==> config.mk <==
export PLATFORM = sky130hd
export DESIGN_NAME = ifu
export DESIGN_NICKNAME = d
export VERILOG_FILES = /design/src/rtl/ifu_pkg.sv /design/src/rtl/ifu_npc.sv /design/src/rtl/ifu.sv
export SDC_FILE = /design/constraint.sdc
export NUM_CORES = 1
export LEC_CHECK = 0
export BUFFER_PORTS_ARGS = -buffer_cell sky130_fd_sc_hd__buf_2
export CORE_ASPECT_RATIO = 1.2
export CORE_MARGIN = 3
export CORE_UTILIZATION = 25
export DETAILED_ROUTE_END_ITERATION = 8
export GPL_ROUTABILITY_DRIVEN = 0
export PLACE_DENSITY_LB_ADDON = 0.12
export SLEW_MARGIN = 30
export SYNTH_ARGS = -nofsm -noshare
export SYNTH_HDL_FRONTEND = slang
export SYNTH_HIERARCHICAL = 1
export SYNTH_SLANG_ARGS = --single-unit
==> constraint.sdc <==
create_clock -name clk_i -period 11.9 [get_ports clk_i]
set_input_delay 2.38 -clock clk_i [delete_from_list [all_inputs] [get_ports clk_i]]
set_output_delay 2.38 -clock clk_i [all_outputs]
set_load 0.02 [all_outputs]
==> src/rtl/ifu_pkg.sv <==
// Shared definitions for the instruction fetch unit: next-PC source encodings,
// reset PC and the bubble instruction word.
package ifu_pkg;

    typedef enum logic [1:0] {
        NPC_SEQ = 2'b00,
        NPC_BR  = 2'b01,
        NPC_J   = 2'b10,
        NPC_JR  = 2'b11
    } npc_sel_e;

    localparam logic [31:0] RESET_PC = 32'h0000_3000;
    localparam logic [31:0] NOP_WORD = 32'h0000_0000;

    function automatic logic [31:0] sign_ext16(input logic [15:0] v);
        return {{16{v[15]}}, v};
    endfunction

endpackage

==> src/rtl/ifu_npc.sv <==
// Combinational next-PC selection: sequential, branch, j/jal or jr target,
// with word-alignment of the selected redirect target.
module npc
    import ifu_pkg::*;
(
    input  logic [31:0] if_id_pc_i,
    input  npc_sel_e    npc_sel_i,
    input  logic        branch_taken_i,
    input  logic [15:0] imm16_i,
    input  logic [25:0] instr_index_i,
    input  logic [31:0] rs_val_i,
    input  logic [31:0] pc_i,
    output logic [31:0] next_pc_o,
    output logic        misalign_o
);

    logic [31:0] pc_plus4;
    logic [31:0] if_id_plus4;
    logic [31:0] br_target;
    logic [31:0] j_target;
    logic [31:0] target;
    logic        redirect;

    assign pc_plus4    = pc_i + 32'd4;
    assign if_id_plus4 = if_id_pc_i + 32'd4;
    assign br_target   = if_id_plus4 + (sign_ext16(imm16_i) << 2);
    assign j_target    = {if_id_plus4[31:28], instr_index_i, 2'b00};

    always_comb begin
        redirect = 1'b0;
        target   = rs_val_i;
        unique case (npc_sel_i)
            NPC_BR: begin
                redirect = branch_taken_i;
                target   = br_target;
            end
            NPC_J: begin
                redirect = 1'b1;
                target   = j_target;
            end
            NPC_JR: begin
                redirect = 1'b1;
                target   = rs_val_i;
            end
            default: begin
                redirect = 1'b0;
                target   = rs_val_i;
            end
        endcase
    end

    // Only a register target can be misaligned; fetch still proceeds from the word address.
    assign next_pc_o  = redirect ? {target[31:2], 2'b00} : pc_plus4;
    assign misalign_o = redirect && (target[1:0] != 2'b00);

endmodule

==> src/rtl/ifu.sv <==
// Instruction fetch unit: PC register, IF/ID pipeline register and sticky
// misaligned-target flag. Redirects are resolved from the instruction in ID.
module ifu
    import ifu_pkg::*;
#(
    parameter logic [31:0] ResetPc = RESET_PC
) (
    input  logic        clk_i,
    input  logic        reset_i,
    input  logic        stall_i,
    input  logic        flush_i,
    input  logic [1:0]  npc_sel_i,
    input  logic        branch_taken_i,
    input  logic [15:0] imm16_i,
    input  logic [25:0] instr_index_i,
    input  logic [31:0] rs_val_i,
    output logic [31:0] pc_o,
    input  logic [31:0] instr_in_i,
    output logic [31:0] if_id_instr_o,
    output logic [31:0] if_id_pc_o,
    output logic [31:0] if_id_pc8_o,
    output logic        if_id_valid_o,
    output logic        addr_err_o
);

    logic [31:0] pc_q, pc_d;
    logic [31:0] if_id_instr_q, if_id_instr_d;
    logic [31:0] if_id_pc_q, if_id_pc_d;
    logic [31:0] if_id_pc8_q, if_id_pc8_d;
    logic        if_id_valid_q, if_id_valid_d;
    logic        addr_err_q, addr_err_d;

    npc_sel_e    sel_eff;
    logic [31:0] next_pc;
    logic        misalign;

    // A bubble in ID cannot redirect, whatever npc_sel says.
    assign sel_eff = if_id_valid_q ? npc_sel_e'(npc_sel_i) : NPC_SEQ;

    npc u_npc (
        .if_id_pc_i    (if_id_pc_q),
        .npc_sel_i     (sel_eff),
        .branch_taken_i(branch_taken_i),
        .imm16_i       (imm16_i),
        .instr_index_i (instr_index_i),
        .rs_val_i      (rs_val_i),
        .pc_i          (pc_q),
        .next_pc_o     (next_pc),
        .misalign_o    (misalign)
    );

    always_comb begin
        pc_d          = pc_q;
        if_id_instr_d = if_id_instr_q;
        if_id_pc_d    = if_id_pc_q;
        if_id_pc8_d   = if_id_pc8_q;
        if_id_valid_d = if_id_valid_q;
        addr_err_d    = addr_err_q;
        if (!stall_i) begin
            pc_d = next_pc;
            if (misalign) begin
                addr_err_d = 1'b1;
            end
            if (flush_i) begin
                if_id_instr_d = NOP_WORD;
                if_id_pc_d    = 32'h0;
                if_id_pc8_d   = 32'h0;
                if_id_valid_d = 1'b0;
            end else begin
                if_id_instr_d = instr_in_i;
                if_id_pc_d    = pc_q;
                if_id_pc8_d   = pc_q + 32'd8;
                if_id_valid_d = 1'b1;
            end
        end
    end

    always_ff @(posedge clk_i or posedge reset_i) begin
        if (reset_i) begin
            pc_q          <= ResetPc;
            if_id_instr_q <= NOP_WORD;
            if_id_pc_q    <= 32'h0;
            if_id_pc8_q   <= 32'h0;
            if_id_valid_q <= 1'b0;
            addr_err_q    <= 1'b0;
        end else begin
            pc_q          <= pc_d;
            if_id_instr_q <= if_id_instr_d;
            if_id_pc_q    <= if_id_pc_d;
            if_id_pc8_q   <= if_id_pc8_d;
            if_id_valid_q <= if_id_valid_d;
            addr_err_q    <= addr_err_d;
        end
    end

    assign pc_o          = pc_q;
    assign if_id_instr_o = if_id_instr_q;
    assign if_id_pc_o    = if_id_pc_q;
    assign if_id_pc8_o   = if_id_pc8_q;
    assign if_id_valid_o = if_id_valid_q;
    assign addr_err_o    = addr_err_q;

endmodule

== Yosys cells after proc, flatten, opt, wreduce, memory -nomap -nowiden ==
Cells that the tools add are included.

* ROM bits: 0
* Register bits: 130
* Logic and storage cells: 26
* Latch bits: 0
* Output and inout port bits: 130
* Bits of input ports: 113
* Memories: 0
* RAM bits: 0

* Muxes and demuxes: 8
* Bitwise gates (word level): 1
* Shift operators: 0
* Eq/ne operators: 3
* Order comparisons: 0
* $mul: 0
* $add $sub $neg: 4
* Reductions and logical operators: 4
* Divide/modulo/power cells: 0

{| class="wikitable"
|+ Operator list
! cell !! number
|-
| 32-bit two-way mux || 4
|-
| 32-bit by 3-bit adder with 32-bit output, second input constant || 2
|-
| 32-bit one-hot mux with 2 select lines || 1
|-
| 32-bit adder || 1
|-
| 32-bit by 4-bit adder with 32-bit output, second input constant || 1
|-
| 2-bit == test, second input constant || 2
|-
| 2-bit by 1-bit == test with 1-bit output, second input constant || 1
|-
| 2-bit two-way mux || 1
|-
| 1-bit one-hot mux with 2 select lines || 1
|-
| 2-bit AND reduction || 1
|-
| 2-bit nonzero test || 1
|-
| 2-bit OR reduction || 1
|-
| 1-bit logical AND || 1
|-
| 1-bit two-way mux || 1
|-
| 1-bit inverter || 1
|}

== Longest topological paths before layout ==
* Depth in word-level cells: 6
* Depth in mapped cells: 19
* Mapped depth without buffers: 19

== Hierarchy ==
The synthesis kept the hierarchy.

{| class="wikitable"
|+ By module, submodules not included
! module !! times used !! sequential area each (um^2) !! area each (um^2) !! cells an instance
|-
| ifu || 1 || 3180.6 || 5340.1 || 466
|-
| npc || 1 || 0.0 || 3534.6 || 520
|}

== Worst setup path after synthesis ==
Ideal clock, no wire load.

* Kind: in2reg
* Start point: input imm16_i[0]
* End point: register pc_q[22] (netlist: pc_o[22])
* Path buffers: 0
* Stages on the path: 13
* Data required time: 11.775 ns
* Setup slack: 7.125 ns
* Data arrival time: 4.650 ns
* Setup time: 0.125 ns
* Cells stage by stage: ha_1 inv_1 fa_1 nor2b_4 o31ai_4 a211oi_1 or3_4 a221oi_4 o21a_2 xnor2_1 a221oi_2 a211oi_1 mux2_2

* Word-level cells in the longest chain between the ends: 3

{| class="wikitable"
|+ RTL lines
! what !! line !! RTL
|-
| start, declared || ifu.sv:14 || <nowiki>input logic [15:0] imm16_i,</nowiki>
|-
| 32-bit adder || ifu_npc.sv:26 || <nowiki>assign br_target = if_id_plus4 + (sign_ext16(imm16_i) << 2);</nowiki>
|-
| 32-bit one-hot mux with 2 select lines || ifu_npc.sv:32 || <nowiki>unique case (npc_sel_i)</nowiki>
|-
| 32-bit two-way mux || ifu_npc.sv:53 || <nowiki>assign next_pc_o = redirect ? {target[31:2], 2'b00} : pc_plus4;</nowiki>
|-
| via next_pc[22] || ifu.sv:34 || <nowiki>logic [31:0] next_pc;</nowiki>
|-
| end signal, assigned || ifu.sv:80 || <nowiki>pc_q <= ResetPc;</nowiki>
|-
| end signal, assigned || ifu.sv:87 || <nowiki>pc_q <= pc_d;</nowiki>
|-
| end, declared || ifu.sv:26 || <nowiki>logic [31:0] pc_q, pc_d;</nowiki>
|}

The timed path passes the listed nets, and every way through them passes these cells.
A chain may end at the register's enable or synchronous reset.

== Worst setup path in the final report ==
* Start point: input npc_sel_i[1]
* End point: register pc_q[21] (netlist: pc_o[21])

* Word-level cells in the longest chain between the ends: 5
* Elaborated cells on any way between the ends: 8
* Those cells by class: 3 x eq/ne; 4 x mux; 1 x reduce/logical

{| class="wikitable"
|+ RTL lines
! what !! line !! RTL
|-
| start, declared || ifu.sv:12 || <nowiki>input logic [1:0] npc_sel_i,</nowiki>
|-
| 2-bit two-way mux (*) || ifu.sv:38 || <nowiki>assign sel_eff = if_id_valid_q ? npc_sel_e'(npc_sel_i) : NPC_SEQ;</nowiki>
|-
| via sel_eff[1] || ifu.sv:33 || <nowiki>npc_sel_e sel_eff;</nowiki>
|-
| 2-bit == test || ifu_npc.sv:32 ||
|-
| 2-bit OR reduction (no line) || - ||
|-
| 1-bit one-hot mux with 2 select lines || ifu_npc.sv:32 ||
|-
| 32-bit two-way mux (*) || ifu_npc.sv:53 ||
|-
| via next_pc[21] || ifu.sv:34 ||
|}

The timed path passes the listed nets; every way through them passes the cells marked *.

==> results by group <==
Status
  – Outcome: finished, final reports clean

Clock network
  – Number of buffers added by the clock tree synthesis step: 17
  – Level count of the clock H-tree: 4
  – Clock slew seen by the registers of the worst setup and hold paths: 0.06 ns
  – Max Root-Sink Buffers: 2
  – Sinks on Clock Net: 127
  – Clk Tree Root Cell: clkbuf_16
  – Post-cts resize count: 0
  – Clk_lat worst skew: 0.43 ns
  – Post CTS Setup Buffer Count: 0
  – CTS hold repair buffers: 0
  – TritonCTS clock tree: done

Pwr
  – Total power per unit cell area: 213 nW/um^2
  – Worst ir drop on vdd: 0.000101 V
  – Static Leakage: 5.15 nW

Timing
  – Worst rel slew slack: 44.6%
  – Top achievable clock speed: 199 MHz
  – RSZ-0062 raised after global routing: false
  – Final Max Slew Viols: 0
  – Tightest Pin Transition: 0.831 ns
  – Period minus WS final: 5.02 ns
  – Setup TNS: 0 ns
  – Final worst setup slack: 6.88 ns
  – Final setup skew: 0.00896 ns
  – Final hold slack: 0.452 ns
  – Share of the clock period used by the worst path: 42.2%
  – Final Hold Vio Count: 0
  – Setup violators final: 0

Setup path
  – CP cell instances: buf_2 > and2_1 > inv_1 > ha_1 > buf_4 > a211oi_1 > nor2_1 > buf_4 > nand2_1 > a221oi_1 > a211oi_1 > mux2_2
  – Largest stage delay, worst path: 0.65 ns
  – Data arrival at the endpoint of the critical path: 5.33 ns
  – Slowest cell on the critical path: a221oi_1
  – Capturing point of the worst reg2reg path: pc_o[27]$_DFFE_PP0N_
  – Number of cells on the worst reg-to-reg path: 18
  – Crit path buf inv count: 4
  – Critical path class: primary input to flop
  – Count of cell instances traversed by the critical path: 12
  – Largest fanout on the critical path: 29
  – FF-to-FF setup slack: 7.42 ns
  – Endpoint required time on the critical path: 12.21 ns
  – Worst setup path end: pc_o[21]$_DFFE_PP0N_
  – Dominant delay contributor by cell family on the critical path: compound AO/OA/AOI/OAI gates
  – First element of the critical path: npc_sel_i[1]
  – Kind of end point of the critical path: flop
  – Critical path launch point type: primary input
  – R2R Path Start: if_id_pc_o[11]$_DFFE_PP0N_

Route
  – Remaining design rule violation count: 0
  – Vias after detailed routing: 8,250
  – Routed len/inst: 20.4 um
  – Remaining antenna violation count after routing: 0
  – Drt via density: 4.95
  – Final wirelength: 34,000 um
  – Pre-Repair DR Iteration Count: 5
  – Violation count after the first detailed-route iteration: 585

GRT
  – Sum of overflow across all layers after global routing: 0
  – Pin count of the biggest net entering global routing: 85
  – Tot GR Track Use: 18.0%
  – Via count of the first global-routing pass: 8,585
  – Number of antenna violations at the first check in global routing: 0
  – First-pass GRT wire length: 52,300 um

Yosys
  – Cell area after synthesis: 8870 sq um
  – Proportion of synthesized chip area in sequential cells: 35.8%
  – Number of enable flip-flop cells after synthesis: 0
  – Yosys reg bits: 127
  – Cell type contributing the most total cell area after synthesis: dfrtp_1
  – Library cells used by synthesis: 79
  – Synth Instances: 986
  – Largest cells by area after synthesis: dfrtp_1 35%, nand2_1 6.4%, ha_1 5.8%
  – Synthesized netlist net count: 1,141
  – Synth Flop Type: dfrtp_1
  – Average size of a mapped cell: 9.00 sq um
  – Area share of the largest cell type after synthesis: 35.2%
  – Synthesis Warnings: 6
  – Async set-reset flop share out of synthesis: 100%

Die
  – Die width: 178 um
  – Number of rows created at floorplan: 74
  – Initial standard-cell utilization of the core: 25.7%
  – Core Box Area: 34,500 sq um
  – Count of pins on the block boundary: 243
  – Vertical die dimension: 212 um
  – Die Footprint: 37,800 sq um

Final layout
  – Post-route core utilization: 32.2%
  – Share of layout cells above drive strength 1: 28.6%
  – Final Instance Count excl. Fillers: 1,668
  – Area added between synthesis and finish: 25.4%
  – Fillers: 3,710
  – Antenna diode count: 0
  – Nets@finish: 1,354

Hold path
  – Hold path startpoint: addr_err_o$_DFFE_PP0P_
  – Hold Crit Class: flop to flop

Placement
  – Placement-stage worst setup slack: 6.49 ns
  – HPWL after DPL: 25,600 um
  – Number of buffers inserted by port buffering: 242
  – Cell count after placement: 1,636

Run
  – Max capacitance violation total: 0
==> state kept, by name, summed over array words and instances, names as in the netlist <==
register       cells
if_id_instr_o     32
if_id_pc_o        32
pc_o              32
if_id_pc8_o       29
addr_err_o         1
if_id_valid_o      1
==> stage by stage <==
| stage | cell area, sq um | total power [mW] |
|---|---|---|
| 2_1_floorplan | 8870 | 1.42 |
| 5_1_grt | 11100 | 2.53 |
| 4_1_cts | 11100 | 2.40 |
| 3_3_place_gp | 10500 | 1.81 |
| 3_5_place_dp | 10500 | 1.81 |
| 6_report | 11100 | 2.37 |
==> synthesized netlist by cell type, types with 14 or more instances <==
cell type	n
a211oi_1	14
a21o_1	16
a21oi_1	40
a221oi_1	14
a22o_1	36
and3_1	24
clkbuf_1	38
dfrtp_1	125
ha_1	41
inv_1	18
mux2_2	32
nand2_1	152
nand3_1	38
nand4_1	20
nor2_1	39
nor3_1	26
o21ai_0	54
xnor2_1	56
xor2_1	40
==> worst reg2reg max path, delay by kind of cell, from the launching register on <==
family | cells | cell delay, ns
AO/OA/AOI/OAI | 4 | 0.84
multiplexers | 1 | 0.30
XOR/XNOR | 2 | 0.35
flip-flops | 1 | 0.48
adder cells (fa/ha/maj) | 1 | 0.36
AND/OR/NAND/NOR | 10 | 2.08
==> routing by layer <==
| metal | track usage [%] | part of all wire [%] |
|---|---|---|
| met1 | 23.2 | 43 |
| met5 | 0 | 0 |
| met3 | 5.07 | 6.8 |
| met2 | 29.4 | 47 |
| met4 | 5.31 | 2.3 |
==> report_power, final <==
part           leakage, nW  switching, mW  internal, mW
logic                 3.25          0.583         0.405
clock network        0.293          0.214         0.362
registers             1.61          0.256         0.549
total                 5.15           1.05          1.32
==> how the worst min path moves through the flow <==
stage,end,slack [ns],cells past startpoint
detailed placement,addr_err_o$_DFFE_PP0P_,0.44,1
CTS,addr_err_o$_DFFE_PP0P_,0.46,1
floorplan,addr_err_o$_DFFE_PP0P_,0.57,1
finish,addr_err_o$_DFFE_PP0P_,0.45,1
global route,addr_err_o$_DFFE_PP0P_,0.49,1
global placement,addr_err_o$_DFFE_PP0P_,0.44,1
==> kinds of logic (layout without fill, tap and decap cells) <==
group / count (synthesis) / after routing / synth area share [%]
xor gates and xnor gates: 96 / 96 / 9.47
and+or+nand+nor: 352 / 352 / 20.1
adders and majority gates: 42 / 42 / 6.01
buffers and inverters: 73 / 299 / 3.45
AOI/OAI and AO/OA: 263 / 263 / 21.0
muxes: 33 / 33 / 4.17
DFF: 127 / 127 / 35.8
==> final cells by class <==
| cell class | count | area, sq um | share of cell area (%) |
|---|---|---|---|
| flip-flops and latches | 127 | 3180 | 28.6 |
| well taps | 456 | 571 | 5.13 |
| clock inverters | 13 | 188 | 1.69 |
| multi-input cells | 786 | 5400 | 48.5 |
| clock buffers | 19 | 453 | 4.07 |
| repair buffers | 249 | 1270 | 11.4 |
| inverters | 18 | 72.6 | 0.652 |
==> cells in the final DEF (no fill, tap or decap), types with 32 or more instances in the layout <==
master / count
xor2_1: 40
buf_2: 241
o21ai_0: 54
ha_1: 41
xnor2_1: 56
a22o_1: 36
dfrtp_1: 125
nand2_1: 152
a21oi_1: 40
mux2_2: 32
nand3_1: 38
nor2_1: 38
(Power assumes the default switching activity.)
